==> src/rtl/free_list.sv <==
`default_nettype none
// ============================================================================
//  Module      : free_list
//  Description : Circular FIFO of free physical register tags for rename.
//                Dispatch pops one tag per cycle from the head, and retire
//                pushes released tags at the tail. A single head checkpoint
//                lets a branch mispredict give back every tag handed out
//                since the checkpoint was taken.
//  Revision    : 1.0  initial release
// ----------------------------------------------------------------------------
//  Ports
//    clock          in   system clock
//    reset          in   synchronous, active-high reset
//    dequeue_en     in   dispatch consumes free_preg this cycle
//    free_preg      out  tag at the head (combinational from the head entry)
//    empty          out  no free tag available
//    enqueue_en     in   retire frees a tag
//    enqueue_preg   in   tag being freed (tag 0 is dropped)
//    checkpoint_en  in   snapshot the next head pointer
//    rollback       in   restore the head from the snapshot
//    free_count     out  number of free tags
//    overflow       out  sticky: a non-zero enqueue was attempted while full
// ============================================================================
module free_list #(
  parameter int NUM_PREGS = 64,
  parameter int NUM_AREGS = 32,
  parameter int IDX_W     = $clog2(NUM_PREGS)
) (
  input  logic             clock,
  input  logic             reset,
  input  logic             dequeue_en,
  output logic [IDX_W-1:0] free_preg,
  output logic             empty,
  input  logic             enqueue_en,
  input  logic [IDX_W-1:0] enqueue_preg,
  input  logic             checkpoint_en,
  input  logic             rollback,
  output logic [IDX_W:0]   free_count,
  output logic             overflow
);

  localparam int          PTR_W    = IDX_W + 1;
  localparam int          NUM_FREE = NUM_PREGS - NUM_AREGS;
  localparam [PTR_W-1:0]  C_TAIL_RST = PTR_W'(NUM_FREE);
  localparam [PTR_W-1:0]  C_FULL_CNT = PTR_W'(NUM_PREGS);

  // Pointers carry one extra wrap bit so full and empty are distinguishable.
  logic [IDX_W-1:0] mem_q [NUM_PREGS];
  logic [PTR_W-1:0] head_q, head_d;
  logic [PTR_W-1:0] tail_q, tail_d;
  logic [PTR_W-1:0] ckpt_q, ckpt_d;
  logic             overflow_q, overflow_d;

  logic [PTR_W-1:0] w_count;
  logic             w_empty;
  logic             w_full;
  logic             w_enq_req;
  logic             w_do_enq;
  logic             w_do_deq;

  assign w_count   = tail_q - head_q;
  assign w_empty   = (w_count == '0);
  assign w_full    = (w_count == C_FULL_CNT);

  // The zero register is never a valid free tag, so it is filtered here.
  assign w_enq_req = enqueue_en && (enqueue_preg != '0);
  assign w_do_enq  = w_enq_req && !w_full;
  // No bypass: emptiness is judged on the current state, so a same-cycle
  // enqueue cannot satisfy a dequeue.
  assign w_do_deq  = dequeue_en && !w_empty && !rollback;

  always_comb begin
    head_d     = head_q;
    tail_d     = tail_q;
    ckpt_d     = ckpt_q;
    overflow_d = overflow_q;

    if (rollback) begin
      head_d = ckpt_q;
    end else if (w_do_deq) begin
      head_d = head_q + PTR_W'(1);
    end

    if (w_do_enq) begin
      tail_d = tail_q + PTR_W'(1);
    end

    // The snapshot takes the post-update head so that a checkpoint issued
    // alongside a dequeue (or a rollback) captures the head dispatch will
    // see next.
    if (checkpoint_en) begin
      ckpt_d = head_d;
    end

    if (w_enq_req && w_full) begin
      overflow_d = 1'b1;
    end
  end

  always_ff @(posedge clock) begin
    if (reset) begin
      for (int i = 0; i < NUM_PREGS; i++) begin
        if (i < NUM_FREE) begin
          mem_q[i] <= IDX_W'(NUM_AREGS + i);
        end else begin
          mem_q[i] <= '0;
        end
      end
      head_q     <= '0;
      tail_q     <= C_TAIL_RST;
      ckpt_q     <= '0;
      overflow_q <= 1'b0;
    end else begin
      if (w_do_enq) begin
        mem_q[tail_q[IDX_W-1:0]] <= enqueue_preg;
      end
      head_q     <= head_d;
      tail_q     <= tail_d;
      ckpt_q     <= ckpt_d;
      overflow_q <= overflow_d;
    end
  end

  assign free_preg  = mem_q[head_q[IDX_W-1:0]];
  assign empty      = w_empty;
  assign free_count = w_count;
  assign overflow   = overflow_q;

endmodule
`default_nettype wire

==> config.mk <==
export PLATFORM = sky130hd
export DESIGN_NAME = free_list
export DESIGN_NICKNAME = d
export VERILOG_FILES = /design/src/rtl/free_list.sv
export SDC_FILE = /design/constraint.sdc
export NUM_CORES = 1
export LEC_CHECK = 0
export BUFFER_PORTS_ARGS = -buffer_cell sky130_fd_sc_hd__buf_2
export CAP_MARGIN = 20
export CORE_MARGIN = 2
export CORE_UTILIZATION = 57
export CTS_CLUSTER_SIZE = 20
export DETAILED_ROUTE_END_ITERATION = 7
export PLACE_DENSITY = 0.76
export SETUP_SLACK_MARGIN = 0.3
export SKIP_CTS_REPAIR_TIMING = 1
export SYNTH_ARGS = -nofsm -noshare
export SYNTH_HDL_FRONTEND = slang
export SYNTH_SLANG_ARGS = --single-unit
export TNS_END_PERCENT = 50
==> constraint.sdc <==
create_clock -name clock -period 3.8 [get_ports clock]
set_clock_uncertainty 0.1 [all_clocks]
set_input_delay 0.38 -clock clock [delete_from_list [all_inputs] [get_ports clock]]
set_output_delay 0.38 -clock clock [all_outputs]
set_load 0.02 [all_outputs]
==> flow_metrics.env, run 1 <==
export IMPL_start_util=0.576
export IMPL_finalMaxSlewViolations=0
export IMPL_regArea_mm2=0.0120
export IMPL_r2r_cells=10
export IMPL_critPathKind="reg -> reg"
export IMPL_grt_setup_unrepaired="true"
export IMPL_drt_wl_total_um=54200
export IMPL_die_area_mm2=0.0342
export IMPL_worstPathMaxFanout=11
export IMPL_grt_pass1_vias=12100
export IMPL_fmax_mhz=280
export IMPL_power_switching_uw=2440
export IMPL_cts_sinks=406
export IMPL_yosys_area_top_type="edfxtp_1"
export IMPL_synth_most_common_cell="edfxtp_1"
export IMPL_ys_flop_type="edfxtp_1"
export IMPL_cts_buffers=42
export IMPL_vias_per_cell=6.65
export IMPL_netlist_area_leader_share=0.618
export IMPL_yosysSeqAreaShare=0.642
export IMPL_leakage_uw=0.00674
export IMPL_fin_crit_sh=0.939
export IMPL_detail_route_wl_per_cell_um=28.9
export IMPL_fillCellCount=2320
export IMPL_synthDistinctLibCells=59
export IMPL_track_usage=0.314
export IMPL_worst_ep_arrival_time_ns=3.73
export IMPL_synth_edf_count=384
export IMPL_pre_cts_ws_ns=0.261
export IMPL_htreeDepth=2
export IMPL_p_seq_frac=0.495
export IMPL_synth_common_cells="384 x edfxtp_1, 327 x nor2_1, 167 x nand2_1, 120 x mux4_2, 49 x clkbuf_1"
export IMPL_syn2layout_area_growth_pct=13.0
export IMPL_post_route_min_period_ns=3.57
export IMPL_whs_ns=0.0672
export IMPL_num_vias=12500
export IMPL_required_ns=3.97
export IMPL_synthTopCellsByArea="edfxtp_1 62%, mux4_2 14%, nor2_1 6.6%"
export IMPL_detailedRoute_firstIterationViolations=2128
export IMPL_netlist_area_mm2=0.0187
export IMPL_dr_pass1_iters=8
export IMPL_clk_latency_ns=0.55
export IMPL_ir_worst_vdd_v=0.000317
export IMPL_cts_tree="built"
export IMPL_combPwrFrac=0.106
export IMPL_ys_ff_latch=406
export IMPL_postSynthAreaPerCell_um2=13.8
export IMPL_tightest_slew_ns=1.08
export IMPL_critPathLaunchType="flip-flop"
export IMPL_cellPowerDensity_mw_per_mm2=483
export IMPL_portBuffers=26
export IMPL_die_x_um=185
export IMPL_syn_instance_count=1350
export IMPL_hold_violations=0
export IMPL_ant_nets=0
export IMPL_hold_class="in -> reg"
export IMPL_dp_hpwl_um=34300
export IMPL_setup_ws_ns=0.232
export IMPL_setup_viol=0
export IMPL_end_kind="flip-flop"
export IMPL_setup_total_negative_slack_ns=0
export IMPL_place_congestion=0.920
export IMPL_antenna_found_initial=3
export IMPL_relSlewSlack=0.280
export IMPL_clk_path_buf_depth=3
export IMPL_final_layout_size_suffix_gt1_frac=0.235
export IMPL_whs_path_depth=2
export IMPL_row_count=66
export IMPL_grt_max_degree=102
export IMPL_nets=1421
export IMPL_path_clk_slew_ns=0.06
export IMPL_p_int_uw=7750
export IMPL_die_h_um=185
export IMPL_grt_overflow=0
export IMPL_core_area_mm2=0.0324
export IMPL_yosysWarnings=0
export IMPL_cap_violations=0
export IMPL_async_reset_ff_frac=0
export IMPL_syn_nets=1371
export IMPL_multi_input_area_mm2=0.00626
export IMPL_pwr_share_clk=0.399
export IMPL_grt_pass1_wl_um=76600
export IMPL_io_pins=27
export IMPL_status="finished, final reports clean"
export IMPL_root_buffer="clkbuf_16"
export IMPL_switching_share=0.239
export IMPL_drc=0
-- cells by family (layout without fill, tap and decap cells) --
| family | Yosys count | after routing | share of synthesized area |
|---|---|---|---|
| adder cells (fa/ha/maj) | 9 | 9 | 0.00644 |
| buffers and inverters | 109 | 191 | 0.0277 |
| XOR/XNOR | 9 | 9 | 0.00423 |
| other | 0 | 2 | 0 |
| flip-flops | 406 | 406 | 0.642 |
| AND/OR/NAND/NOR | 569 | 569 | 0.129 |
| AO/OA/AOI/OAI | 126 | 126 | 0.0449 |
| multiplexers | 122 | 122 | 0.146 |
-- stage by stage --
step / area (um2) / instances / total power, uW / util
final: 21100 / 1876 / 10200 / 0.651
after global routing: 21100 / 1874 / 10400 / 0.651
after CTS: 20900 / 1865 / 10100 / 0.645
after detailed placement: 19500 / 1789 / 6120 / 0.603
after global placement: 19500 / 1789 / 6100 / 0.603
after floorplan: 18700 / 1350 / 5780 / -
-- power groups by stage --
stage / logic, uW / clock network [uW] / registers (uW)
2_1_floorplan: 661 / 0 / 5120
3_3_place_gp: 975 / 0 / 5130
3_5_place_dp: 988 / 0 / 5140
4_1_cts: 995 / 4050 / 5040
5_1_grt: 1110 / 4220 / 5050
6_report: 1080 / 4060 / 5050
-- final timing paths --
kind,startpoint,to,slack (ns)
setup reg to reg,head_q[0]$_SDFF_PP0_,mem_q[0][1]$_SDFFCE_PN0P_,0.23
hold / removal,rollback,head_q[0]$_SDFF_PP0_,0.07
setup / recovery,head_q[0]$_SDFF_PP0_,mem_q[0][1]$_SDFFCE_PN0P_,0.23
hold reg to reg,ckpt_q[1]$_SDFFE_PP0P_,ckpt_q[1]$_SDFFE_PP0P_,0.38
-- metal layers --
layer  track usage  vias to the layer above  routed length, um
met3        0.0863                      194               8310
li1              -                     5104                  -
met4         0.126                        4               2510
met1         0.431                     6112              18300
met2         0.481                     1062              25000
met5             0                        -                 25
-- placed cells by master (no fill, tap or decap), types with 3 or more instances in the layout --
master     count
a211oi_1       7
mux4_2       120
buf_4         61
a311oi_1       4
ha_1           8
a21o_1        32
nor2b_1        3
clkbuf_16     48
nand2_1      167
nor2_1       326
dfxtp_1       20
o21ai_2       14
inv_1         13
bufinv_16      3
clkbuf_1       6
o21ai_1       18
buf_2         25
nand3_2       10
nor3_1         8
nand3_1        8
a22oi_1       12
xnor2_1        4
or3_1          7
xor2_1         4
nand2b_1       5
a21oi_1       11
nand2_2        3
clkinv_2      10
edfxtp_1     384
buf_12         6
nor2_2         3
and2_4         4
clkinv_1       8
o21ai_0       13
-- sequential cells by signal, summed over array words and instances (netlist names) --
register  cells
mem_q       384
overflow      1
ckpt_q        7
head_q        7
tail_q        7
-- area by class of cell --
type / count / share of cell area
Inverter: 15 / 0.00267
Sequential cell: 406 / 0.568
Clock inverter: 25 / 0.00950
Multi-Input combinational cell: 835 / 0.297
Antenna cell: 2 / 0.000237
Clock buffer: 51 / 0.0545
Timing Repair Buffer: 100 / 0.0415
Tap cell: 442 / 0.0262
-- critical path, stage by stage, from the launching register on --
cell and delay [ns]:
dfxtp_4 0.39, ha_1 0.17, inv_1 0.06, fa_2 0.37, a211oi_4 0.30, nor2_2 0.09, xnor2_2 0.14, or4b_4 0.54
o21ai_4 0.46, nor2_1 0.32, a21o_1 0.34
Power figures use the tool's default switching activity.
==> run 2: changes to the inputs <==
--- a/config.mk
+++ b/config.mk
@@ -7,7 +7,6 @@
 export LEC_CHECK = 0
 export BUFFER_PORTS_ARGS = -buffer_cell sky130_fd_sc_hd__buf_2
 export CAP_MARGIN = 20
-export CORE_MARGIN = 2
 export CORE_UTILIZATION = 57
 export CTS_CLUSTER_SIZE = 20
 export DETAILED_ROUTE_END_ITERATION = 7
==> run 2 against run 1 <==
Effect of this change: the run now ends with DRC left; final cell count down 0.75%; sequential share of layout area up 0.12 points; fmax shrank 0.22%; sequential cell count unchanged; routed wire length increased by 4.1%; sequential power about the same; cell area shrank 0.20%; global-route usage increased by 0.92 points; first-iteration DRC count is 1.3% lower; register-to-register slack gained 0.098 ns; total power down 1.7%; critical path type is now reg -> out; highest routed layer unchanged.
==> flow_metrics.env, run 2 (synthesis results as in run 1) <==
export IMPL_path_clk_slew_ns=0.06
export IMPL_final_area_mm2=0.0210
export IMPL_hold_class="in -> reg"
export IMPL_cp_slowest_cell="mux4_2"
export IMPL_portBuffers=26
export IMPL_place_congestion=0.955
export IMPL_dp_hpwl_um=34300
export IMPL_placed_area_mm2=0.0194
export IMPL_clk_latency_ns=0.53
export IMPL_worstPathMaxFanout=6
export IMPL_instances_no_fill=1862
export IMPL_grt_max_degree=102
export IMPL_clk_path_buf_depth=3
export IMPL_worst_path_buf_inv=4
export IMPL_status="finished with violations"
export IMPL_hold_violations=0
export IMPL_drt_wl_total_um=56400
export IMPL_start_util=0.585
export IMPL_dp_cells=1769
export IMPL_final_common_cell="edfxtp_1"
export IMPL_die_x_um=183
export IMPL_ir_worst_vdd_v=0.000403
export IMPL_vias_per_cell=6.78
export IMPL_final_cell_mix="384 x edfxtp_1, 325 x nor2_1, 163 x nand2_1, 120 x mux4_2, 56 x buf_4"
export IMPL_largest_register_ffs=384
export IMPL_tightest_slew_ns=1.16
export IMPL_track_usage=0.323
export IMPL_cts_tree="built"
export IMPL_whs_ns=0.0747
export IMPL_grt_pass1_wl_um=76900
export IMPL_cpPeakStageDelay_ns=0.53
export IMPL_power_switching_uw=2470
export IMPL_cellPowerDensity_mw_per_mm2=476
export IMPL_crit_family="multiplexers"
export IMPL_core_area_mm2=0.0319
export IMPL_syn2layout_area_growth_pct=12.8
export IMPL_path_cells="buf_12 -> buf_8 -> buf_8 -> mux4_2 -> mux4_2 -> a22oi_2 -> nand2_1 -> buf_2"
export IMPL_fin_crit_sh=0.941
export IMPL_setup_viol=0
export IMPL_grt_setup_unrepaired="true"
export IMPL_root_buffer="clkbuf_16"
export IMPL_htreeDepth=2
export IMPL_combPwrFrac=0.115
export IMPL_io_pins=27
export IMPL_finalMaxSlewViolations=0
export IMPL_fin_util=0.660
export IMPL_setup_total_negative_slack_ns=0
export IMPL_grt_pass1_vias=12100
export IMPL_leakage_uw=0.00666
export IMPL_p_seq_frac=0.504
export IMPL_required_ns=3.32
export IMPL_critPathLaunchType="flip-flop"
export IMPL_row_count=65
export IMPL_post_route_min_period_ns=3.58
export IMPL_die_h_um=183
export IMPL_end_kind="primary output"
export IMPL_antenna_found_initial=3
export IMPL_top_register="mem_q"
export IMPL_fillCellCount=2189
export IMPL_die_area_mm2=0.0334
export IMPL_cts_sinks=406
export IMPL_dr_pass1_iters=8
export IMPL_cts_buffers=41
export IMPL_ant_nets=0
export IMPL_final_layout_size_suffix_gt1_frac=0.241
export IMPL_detailedRoute_firstIterationViolations=2101
export IMPL_critPathKind="reg -> out"
export IMPL_num_vias=12600
export IMPL_p_int_uw=7550
export IMPL_relSlewSlack=0.226
export IMPL_worst_ep_arrival_time_ns=3.10
export IMPL_grt_overflow=0
export IMPL_pwr_share_clk=0.381
export IMPL_nets=1419
export IMPL_cap_violations=0
export IMPL_violations="DRC"
export IMPL_fmax_mhz=280
export IMPL_switching_share=0.247
export IMPL_drc=1
export IMPL_detail_route_wl_per_cell_um=30.3
==> run 2: worst min-delay path: stages <==
cell and delay [ns]:
buf_2 0.10, nand2_1 0.09, o21a_1 0.11
==> run 2: cell type report <==
type | instances | area (um2) | share of cell area
inverter | 15 | 56.3 | 0.00268
clock inverter | 22 | 154 | 0.00731
sequential | 406 | 12000 | 0.569
antenna | 1 | 2.50 | 0.000119
clock buffer | 49 | 1060 | 0.0502
multi-input combinational | 836 | 6350 | 0.302
tap | 435 | 544 | 0.0259
timing repair buffer | 98 | 890 | 0.0423
==> run 2: worst paths after layout <==
kind | from | endpoint | slack, ns | cells past startpoint
worst max-delay path | head_q[0]$_SDFF_PP0_ | free_preg[1] | 0.22 | 8
worst min-delay path | checkpoint_en | ckpt_q[0]$_SDFFE_PP0P_ | 0.07 | 3
worst min register to register | ckpt_q[1]$_SDFFE_PP0P_ | ckpt_q[1]$_SDFFE_PP0P_ | 0.38 | 2
worst max register to register | tail_q[0]$_SDFFE_PP0P_ | mem_q[20][5]$_SDFFCE_PN1P_ | 0.33 | 12
==> run 2: power by group through the flow <==
stage,clock network (uW),logic [uW],registers [uW]
2_1_floorplan,0,661,5120
3_3_place_gp,0,967,5130
3_5_place_dp,0,976,5140
4_1_cts,3780,981,5050
5_1_grt,3930,1180,5060
6_report,3810,1150,5050
==> run 2: metrics by stage <==
stage               power [uW]  worst slack, ns
floorplan                 5780            0.279
global placement          6100            0.399
finish                   10000            0.225
global route             10200            0.199
CTS                       9810           -0.184
detailed placement        6120            0.286
==> run 2: per-layer routing <==
| metal | vias to the layer above | track usage | part of all wire |
|---|---|---|---|
| met5 | - | 0 | 0.00035 |
| met4 | 4 | 0.145 | 0.060 |
| met3 | 235 | 0.0979 | 0.16 |
| met2 | 1141 | 0.499 | 0.45 |
| met1 | 6161 | 0.427 | 0.33 |
| li1 | 5088 | - | - |
